[src/rtl/noc_pkg.sv]
// Shared router datapath definitions: flit type codes, default widths and the flit layout.
package noc_pkg;

   localparam int DEF_DATA_W = 66;
   localparam int DEF_VCH_W  = 2;
   localparam int DEF_SEL_W  = 5;

   localparam logic [1:0] TYPE_NONE = 2'b00;
   localparam logic [1:0] TYPE_HEAD = 2'b01;
   localparam logic [1:0] TYPE_DATA = 2'b10;
   localparam logic [1:0] TYPE_TAIL = 2'b11;

   typedef struct packed {
      logic [1:0]  ftype;
      logic [63:0] payload;
   } flit_t;

endpackage

[src/rtl/noc_mux_stats.sv]
// Flit and odata bit-toggle counters; tracks the output register 1:1, no backpressure.
module noc_mux_stats #(
   parameter int DATA_W = 66
) (
   input  logic              clk,
   input  logic              rst_,
   input  logic              vld_nxt,
   input  logic [DATA_W-1:0] data_nxt,
   input  logic [DATA_W-1:0] data_cur,
   output logic [31:0]       flit_cnt,
   output logic [31:0]       toggle_cnt
);

   localparam int CW = $clog2(DATA_W + 1);

   logic [CW-1:0] flips;
   logic [32:0]   tsum;

   always_comb begin
      flips = '0;
      for (int i = 0; i < DATA_W; i++) begin
         flips = flips + CW'(data_nxt[i] ^ data_cur[i]);
      end
   end

   assign tsum = {1'b0, toggle_cnt} + 33'(flips);

   // flit_cnt wraps freely; toggle_cnt pins at all-ones so long runs never alias to small values
   always_ff @(posedge clk or negedge rst_) begin
      if (!rst_) begin
         flit_cnt   <= '0;
         toggle_cnt <= '0;
      end else begin
         flit_cnt   <= flit_cnt + 32'(vld_nxt);
         toggle_cnt <= tsum[32] ? 32'hFFFF_FFFF : tsum[31:0];
      end
   end

endmodule

[src/rtl/noc_mux.sv]
// 2:1 one-hot flit steering register (port 0 wins conflicts), 1-cycle latency, no backpressure.
// Defining NOC_MUX_STATS_EN adds the flit_cnt/toggle_cnt outputs via noc_mux_stats.
module noc_mux
   import noc_pkg::*;
#(
   parameter int DATA_W = DEF_DATA_W,
   parameter int VCH_W  = DEF_VCH_W,
   parameter int SEL_W  = DEF_SEL_W
) (
   input  logic              clk,
   input  logic              rst_,
   input  logic [DATA_W-1:0] idata_0,
   input  logic              ivalid_0,
   input  logic [VCH_W-1:0]  ivch_0,
   input  logic [DATA_W-1:0] idata_1,
   input  logic              ivalid_1,
   input  logic [VCH_W-1:0]  ivch_1,
   input  logic [SEL_W-1:0]  sel,
   output logic [DATA_W-1:0] odata,
   output logic              ovalid,
   output logic [VCH_W-1:0]  ovch,
`ifdef NOC_MUX_STATS_EN
   output logic [31:0]       flit_cnt,
   output logic [31:0]       toggle_cnt,
`endif
   output logic              sel_err
);

   logic [DATA_W-1:0] data_nxt;
   logic [VCH_W-1:0]  vch_nxt;
   logic              vld_nxt;
   logic              unused_sel;

   assign unused_sel = ^sel[SEL_W-1:2];

   // With no port selected the data/vch registers recirculate so idle inputs never toggle them
   always_comb begin
      data_nxt = odata;
      vch_nxt  = ovch;
      vld_nxt  = 1'b0;
      if (sel[0]) begin
         data_nxt = idata_0;
         vch_nxt  = ivch_0;
         vld_nxt  = ivalid_0;
      end else if (sel[1]) begin
         data_nxt = idata_1;
         vch_nxt  = ivch_1;
         vld_nxt  = ivalid_1;
      end
   end

   always_ff @(posedge clk or negedge rst_) begin
      if (!rst_) begin
         odata   <= '0;
         ovalid  <= 1'b0;
         ovch    <= '0;
         sel_err <= 1'b0;
      end else begin
         odata   <= data_nxt;
         ovalid  <= vld_nxt;
         ovch    <= vch_nxt;
         sel_err <= sel[0] & sel[1];
      end
   end

`ifdef NOC_MUX_STATS_EN
   noc_mux_stats #(
      .DATA_W (DATA_W)
   ) u_stats (
      .clk        (clk),
      .rst_       (rst_),
      .vld_nxt    (vld_nxt),
      .data_nxt   (data_nxt),
      .data_cur   (odata),
      .flit_cnt   (flit_cnt),
      .toggle_cnt (toggle_cnt)
   );
`endif

endmodule

[config.mk]
export PLATFORM = sky130hd
export DESIGN_NAME = noc_mux
export DESIGN_NICKNAME = d
export VERILOG_FILES = /design/src/rtl/noc_pkg.sv /design/src/rtl/noc_mux_stats.sv /design/src/rtl/noc_mux.sv
export SDC_FILE = /design/constraint.sdc
export NUM_CORES = 1
export LEC_CHECK = 0
export ABC_AREA = 1
export CAP_MARGIN = 40
export CORE_MARGIN = 8
export CORE_UTILIZATION = 38
export DETAILED_ROUTE_END_ITERATION = 6
export GPL_ROUTABILITY_DRIVEN = 0
export PLACE_DENSITY = 0.85
export RECOVER_POWER = 50
export SLEW_MARGIN = 20
export SYNTH_ARGS = -nofsm -noshare
export SYNTH_HDL_FRONTEND = slang
export SYNTH_SLANG_ARGS = --single-unit
[constraint.sdc]
create_clock -name clk -period 1.2 [get_ports clk]
set_clock_uncertainty 0.2 [all_clocks]
set_input_delay 0.24 -clock clk [delete_from_list [all_inputs] [get_ports clk]]
set_output_delay 0.24 -clock clk [all_outputs]
set_load 0.01 [all_outputs]
==> results of run 1 <==
timing repair:
action	CTS	global route
gates resized for setup	303	20
endpoints found under the setup margin	70	70
setup buffers	16	25
hold buffers	1	0
endpoints found under the hold margin	70	0
sequential cells by signal, indices dropped and copies added (netlist names):
| register | count |
|---|---|
| ovalid | 1 |
| odata | 66 |
| ovch | 2 |
| sel_err | 1 |
power groups by stage:
stage | Clock (mW) | Combinational (mW) | Sequential, mW
floorplan | 0 | 0.381 | 2.84
global placement | 0 | 1.56 | 2.72
global route | 2.25 | 1.83 | 2.74
finish | 2.07 | 1.70 | 2.72
CTS | 2.15 | 1.54 | 2.70
detailed placement | 0 | 1.60 | 2.74
per-layer routing:
layer	vias to the layer above	global-route usage	routed length, um
met5	-	0	0
met4	0	0.0894	329
met3	27	0.0744	1160
met2	164	0.361	6700
met1	1751	0.218	4430
li1	1749	-	-
cells by family (layout without fill, tap and decap cells):
family        Yosys count  count (layout)  synth area share
buf+inv                32             285            0.0579
flops                  70              70             0.556
simple gates          277             277             0.387
path summary, 6_finish.rpt:
path / startpoint / to / cells after the start / slack, ns
max in group asynchronous: rst_ / odata[24] / 3 / 0.07
setup reg to reg: odata[48] / odata[48] / 4 / 0.10
min in group asynchronous: rst_ / ovalid / 3 / 0.34
setup / recovery: odata[33] / odata[33] / 1 / -0.12
hold / removal: sel[1] / sel_err / 4 / 0.20
hold reg to reg: odata[4] / odata[4] / 2 / 0.28
placed cells by master, fill, tap and decap left out:
master                            instances
sky130_fd_sc_hd__inv_2                    1
sky130_fd_sc_hd__clkinvlp_4               1
sky130_fd_sc_hd__buf_6                   42
sky130_fd_sc_hd__dfrtp_1                 70
sky130_fd_sc_hd__nand3_1                137
sky130_fd_sc_hd__bufinv_16                2
sky130_fd_sc_hd__buf_12                   2
sky130_fd_sc_hd__clkbuf_8                 9
sky130_fd_sc_hd__nand2_1                139
sky130_fd_sc_hd__clkbuf_2                 3
sky130_fd_sc_hd__clkbuf_1                 1
sky130_fd_sc_hd__clkinv_2                 1
sky130_fd_sc_hd__nor2_1                   1
sky130_fd_sc_hd__dlygate4sd3_1            1
sky130_fd_sc_hd__clkdlybuf4s50_1        138
sky130_fd_sc_hd__buf_8                    1
sky130_fd_sc_hd__clkinv_4                 3
sky130_fd_sc_hd__buf_2                   30
sky130_fd_sc_hd__buf_4                   49
sky130_fd_sc_hd__inv_1                    1
stage by stage:
stage	setup TNS, ns	instances	power, mW	cell area (um2)	util
floorplan	0	379	3.22	3150	-
global placement	-10.15	679	4.28	5360	0.659
detailed placement	-11.86	679	4.33	5360	0.659
finish	-6.63	737	6.49	5780	0.711
global route	-11.52	737	6.82	5780	0.711
CTS	-8.37	712	6.39	5500	0.676
worst reg2reg max path, cell delays in order, from the launching register on:
cell	delay, ns
sky130_fd_sc_hd__dfrtp_1	0.40
sky130_fd_sc_hd__buf_4	0.14
sky130_fd_sc_hd__buf_4	0.12
sky130_fd_sc_hd__nand2_1	0.06
sky130_fd_sc_hd__nand3_1	0.07
area by class of cell:
class	count	area [um2]
Clock buffer	9	124
Clock inverter	7	98.8
Fill cell	634	2350
Inverter	2	7.51
Multi-Input combinational cell	277	1210
Sequential cell	70	1750
Tap cell	105	131
Timing Repair Buffer	267	2460
==> results, run 1 <==
- Of the total power, combinational logic draws 0.262.
- The number of max-slew violations in the final report is 0.
- The clock power share is 0.320.
- The endpoint required time on the critical path is 0.76 ns.
- The number of antenna cells inserted is 0.
- In the final routed layout, each cell accounts on average for 17.1 um.
- The residual antenna-violating net count after detailed routing is 0.
- Traced cell by cell, the critical path runs through buf_2.
- The number of nets produced by synthesis is 524.
- The final reports fail on setup timing.
- The first-pass detailed-route iteration total is 5.
- The static leakage is 2.76 nW.
- The CTS tree is done.
- In the post-synthesis netlist, the biggest area contributors are sky130_fd_sc_hd__dfrtp_1, sky130_fd_sc_hd__nand3_1, sky130_fd_sc_hd__nand2_1.
- A synthesized cell averages just over 8 um2.
- The die covers 11500 um2.
- The wire length of the first global-routing pass is 18800 um.
- The maximum fanout along the worst path is 2.
- Entering global routing, the biggest net connects 71 pins.
- Power spread over the standard cell area amounts to 1120 nW/um2.
- By count the netlist is led by sky130_fd_sc_hd__nand2_1, sky130_fd_sc_hd__nand3_1, sky130_fd_sc_hd__dfrtp_1.
- The via count of the first global-routing pass is 3786.
- The worst hold slack is roughly 0.20 ns.
- The post-CTS clock slew at the launch and capture registers of the worst setup and hold paths is around 0.08 ns.
- The clock reaches the later pin of the worst-skew pair after 0.33 ns.
- Counting flops and latches in the post-synthesis netlist gives 70.
- The horizontal die dimension is 107 um.
- The mean number of vias per cell is 5.01.
- The clock net sink count is 70.
- The initial standard-cell utilization of the core is 0.388.
- Relative to the synthesized area, the layout overhead comes to 83.3%.
- The number of top-level pins is 215.
- Across the VDD grid, the largest voltage drop is 0.000650 V.
- For the pin with the worst max-slew slack, the measured transition is ~0.53 ns.
- The core area is around 8100 um2.
- The switching part of the total power is 0.265.
- Of the post-synthesis cell area, the dominant cell type holds 0.556.
- The worst path arrival time is 0.88 ns.
- From bottom edge to top edge, the die measures 107 um.
- The cell taking the most area after synthesis is sky130_fd_sc_hd__dfrtp_1.
- The pre-CTS setup slack is -0.145 ns.
- The hold violation total from the final report came to 0.
- Once routing completed, OpenROAD measured the worst setup slack at -0.119 ns.
- Synthesis handed over a netlist of 379 instances.
- Among cell families on the critical path, the largest total delay comes from flip-flops.
- The total internal power is between 4 and 5 mW.
- The final layout net count is 772.
- The classification of the worst setup path is flip-flop to output port.
- Setup violations remaining at the end of the flow were counted as 70.
- The number of remaining DRC errors is 0.
- The number of enable-type register cells in the synthesized netlist is 0.
- The largest single stage delay on the critical path is 0.39 ns.
- The detailed router placed roughly 3700 vias in this run.
- The category of the worst setup path launch point is a flip-flop.
- The largest individual stage delay along the critical path comes from the cell sky130_fd_sc_hd__dfrtp_1.
- The flow ran to the end, but the final reports show violations.
- In this run the tightest slew margin relative to its limit is 0.649.
- The initial antenna violation count is 0.
- After detailed routing, the total wire length is 12600 um.
- After synthesis the cells add up to 3150 um2.
- Buffers placed on the I/O ports in this run total between 200 and 250.
- The number of maximum-capacitance constraint violations is 0.
- The number of clock buffers added by TritonCTS is 9.
- Across every metal layer, demand over resource in global routing totals 0.206.
- The highest achievable clock rate is 758 MHz.
- Detailed placement finished with a half-perimeter wire length of 9170 um.
- Setup repair after global routing could not meet its margin everywhere.
- Of the available clock period, the critical path in the final layout requires 1.10.
- In this run, the number of DRC markers left after iteration 0 of detailed routing was 150.
- The synthesis warning total is 0.
- The number of placement rows is 33.
- CTS built an H-tree with a depth of 3.
- No sink is reached through more buffers than the 2 on the longest clock path.
- In the final layout, the share of cells above drive strength 1 is 0.228.
- The most used standard cell by instance count after synthesis is sky130_fd_sc_hd__nand2_1.
- The share of total power dissipated in sequential elements is 0.418.
- The root buffer cell chosen for the clock tree is sky130_fd_sc_hd__clkbuf_8.
- The async set-or-reset flop fraction in the synthesized netlist is 1.00.
- In this run the power spent charging and discharging nets is 1.72 mW.
- The number of library cell types mapped by synthesis is 10.
- The category of the worst setup path capture point is an output port.
- The type of the most critical hold path is input pin to flip-flop.
- Subtracting the final worst setup slack from the clock period gives 1.32 ns.
- The sequential fraction of the synthesis area is 0.556.
- The most used flip-flop cell after synthesis is sky130_fd_sc_hd__dfrtp_1.
- The number of buffers and inverters on the critical path is 1.
- After global routing the overflow that remains totals 0.
Power figures use the tool's default switching activity.
==> run 2: changes to the inputs <==
--- a/config.mk
+++ b/config.mk
@@ -9,8 +9,8 @@
 export CAP_MARGIN = 40
 export CORE_MARGIN = 8
-export CORE_UTILIZATION = 38
+export CORE_UTILIZATION = 36
 export DETAILED_ROUTE_END_ITERATION = 6
 export GPL_ROUTABILITY_DRIVEN = 0
-export PLACE_DENSITY = 0.85
+export PLACE_DENSITY = 0.82
 export RECOVER_POWER = 50
 export SLEW_MARGIN = 20
==> constraint.sdc (replaced) <==
create_clock -name clk -period 1.25 [get_ports clk]
set_clock_uncertainty 0.2 [all_clocks]
set_input_delay 0.25 -clock clk [delete_from_list [all_inputs] [get_ports clk]]
set_output_delay 0.25 -clock clk [all_outputs]
set_load 0.1 [all_outputs]
==> run 2 against run 1 <==
Effect of this change:
- the flow still finishes with violations (setup timing)
- cell area rose by 11%
- die area increased by 4.7%
- sequential cell count did not move
- largest cell class unchanged
==> results, run 2 (synthesized netlist as in run 1, its figures left out) <==
- After clock tree synthesis, the clock-pin slew on the worst setup and hold paths is 0.08 ns.
- The category of the worst setup path capture point is an output port.
- The number of placement rows is 34.
- Along the worst path, the maximum fanout reaches 2.
- After floorplanning, the core was sized to cover around 8600 um2.
- The top routing layer in use is met4.
- The count of buffers from port buffering is 211.
- At the placement stage, the worst setup path has a slack of -0.0250 ns.
- The overall track demand over capacity in global routing is 0.204.
- The number of maximum-capacitance constraint violations is 0.
- The largest registers in the layout are odata x66, ovch x2.
- The hold violation total from the final report was 0.
- The total overflow left after global routing is 0.
- The pin count of the biggest net entering global routing is 55.
- The peak ir drop on the vdd network is ~0.00081 V.
- The number of flip-flops in the largest register is 66.
- The path class of the tightest hold or removal check is input pin to flip-flop.
- The clock net sink count is 70.
- The HPWL after detailed placement is 9710 um.
- The period utilization is 1.11.
- Of the cells placed in the final design, the portion with a size suffix greater than 1 is 0.295.
- Data on the critical path is required at its endpoint by approximately 0.80 ns.
- Leaving out fill and tap cells, the most frequent cells in the layout are sky130_fd_sc_hd__nand2_1, sky130_fd_sc_hd__clkdlybuf4s50_1, sky130_fd_sc_hd__nand3_1.
- The number of antenna cells inserted is 0.
- Total power for the finished layout comes to a little over 8 mW.
- The total internal power is 5.07 mW.
- After detailed routing, the number of remaining DRC violations is 0.
- The transition time at the pin with the least slew margin is ~0.45 ns.
- The worst hold slack is approximately 0.24 ns.
- The worst setup path startpoint is odata[65].
- The initial standard-cell utilization of the core is 0.367.
- The count of instances resized after the clock tree is built is 0.
- The via count is 3524.
- The initial antenna violation count is 0.
- After detailed routing, the met3 layer carries 1080 um of wire.
- The first routing iteration left 161 violations.
- The y dimension of the die is roughly 110 um.
- The number of H-tree levels is 3.
- The final layout contains routed wiring with a total length of 12300 um.
- The static leakage is 2.77 nW.
- The cell at the root of the clock tree is sky130_fd_sc_hd__clkbuf_8.
- The cell with the biggest individual delay on the critical path is sky130_fd_sc_hd__dfrtp_2.
- The routed wire length on met2 is between 6000 and 7000 um.
- The first-pass detailed-route iteration total is 4.
- At the later pin of the worst-skew pair, clock insertion delay measures 0.32 ns.
- The dominant delay contributor by cell family on the critical path is flip-flops.
- The area added between synthesis and finish is 103%.
- The average wire length per cell after detail routing is 17.5 um.
- The filler cell count is 578.
- Measured along the x axis, the die boundary spans 110 um.
- Setup repair after global routing could not meet its margin everywhere.
- More flip-flops sit in one register than any other, and that register is odata.
- Of the total power, combinational logic draws 0.423.
- The number of clock buffers inserted by TritonCTS is 9.
- The number of max-slew violations in the final report is 0.
- The highest achievable clock rate is 720 MHz.
- Measured against its own limit, the worst slew margin works out to 0.701.
- The share of total power dissipated in sequential elements is 0.332.
- The die outline area is between 10000 and 15000 um2.
- Leaving out fill and tap cells, the most frequent cell in the layout is sky130_fd_sc_hd__nand2_1.
- The analysis attributes to net switching a power of 3.21 mW.
- For this block, wires on met1 add up to 4530 um.
- Of the total power, the share spent switching nets is 0.387.
- The clock power share is 0.245.
- Pin placement for this block handled 215 I/O pins.
- The worst register-to-register path begins at odata[35].
- The worst path arrival time is 0.94 ns.
- TritonCTS built the clock tree.
- The via count of the first global-routing pass is 3773.
- The smallest clock period supported by the final layout is computed as 1.39 ns.
- The first global-routing pass estimated roughly 19000 um of wire.
- In this run the most critical hold path is launched from sel[1].
- The flow ran to the end, but the final reports show violations.
- The signal on the critical path passes through buf_12.
- For this design the ratio of total power to cell area is 1290 nW/um2.
- The category of the worst setup path launch point is a flip-flop.
- Setup violations remaining at the end of the flow were counted as 70.
- Once routing completed, OpenROAD measured the worst setup slack at -0.139 ns.
- The classification of the worst setup path is flip-flop to output port.
- Once detail routing completed, the nets flagged for antenna violations numbered 0.
- Once layout is complete, the utilization of the core stands at 0.746.
- The final layout net count is 734.
- The count of buffering cells on the critical path with inverters included is 1.
- The delay contributed by the slowest stage of the critical path is 0.44 ns.
- The deepest clock path buffer count is 2.
- The checks that failed: setup timing.
- The mean number of vias per cell is 5.02.
-- run 2: cell count changes in the layout (fill, tap and decap cells not counted), moves of 29 or more --
cell,previous run,this run
sky130_fd_sc_hd__buf_12,2,75
sky130_fd_sc_hd__dfrtp_1,70,0
sky130_fd_sc_hd__dfrtp_2,0,70
sky130_fd_sc_hd__buf_4,49,7
sky130_fd_sc_hd__buf_6,42,0
sky130_fd_sc_hd__buf_2,30,1
-- run 2: final cells by class --
cell class / instances / area (um2) / area share
repair buffers: 229 / 2990 / 0.466
flip-flops and latches: 70 / 1840 / 0.287
multi-input cells: 277 / 1220 / 0.190
clock buffers: 10 / 138 / 0.0215
well taps: 108 / 135 / 0.0211
clock inverters: 6 / 85.1 / 0.0133
inverters: 2 / 7.51 / 0.00117
-- run 2: timing repair --
item	in CTS	in global routing
setup buffers	3	0
endpoints found under the setup margin	70	70
hold buffers	1	0
endpoints found under the hold margin	70	0
-- run 2: power groups by stage --
stage	combinational [mW]	clock [mW]	sequential (mW)
after floorplan	0.365	0	4.24
after global placement	3.48	0	2.78
after detailed placement	3.52	0	2.80
after CTS	3.55	2.07	2.75
after global routing	3.63	2.18	2.77
final	3.50	2.03	2.75
-- run 2: worst paths after layout --
check	slack, ns	end	depth (start not counted)
worst min-delay path	0.24	sel_err	4
worst max-delay path	-0.14	odata[65]	1
min in group asynchronous	0.34	odata[0]	3
max in group asynchronous	0.13	odata[59]	3
worst max register to register	0.24	odata[35]	3
worst min register to register	0.33	odata[48]	2
-- run 2: through the flow --
step | TNS [ns] | instance area, um2 | instances
6_report | -8.76 | 6410 | 702
3_3_place_gp | 0 | 6200 | 682
4_1_cts | -10.12 | 6460 | 702
5_1_grt | -11.39 | 6410 | 702
3_5_place_dp | -0.282 | 6200 | 682
2_1_floorplan | 0 | 3240 | 379
-- run 2: worst reg2reg max path: cells and delay by family (launching register included) --
family / cells / cell delay (ns)
buffers and inverters: 1 / 0.14
DFF: 1 / 0.42
and+or+nand+nor: 2 / 0.12
-- run 2: layer usage --
layer	track usage	vias to the layer above
met5	0	-
met4	0.0945	0
met3	0.0703	29
met2	0.362	159
met1	0.211	1662
li1	-	1674
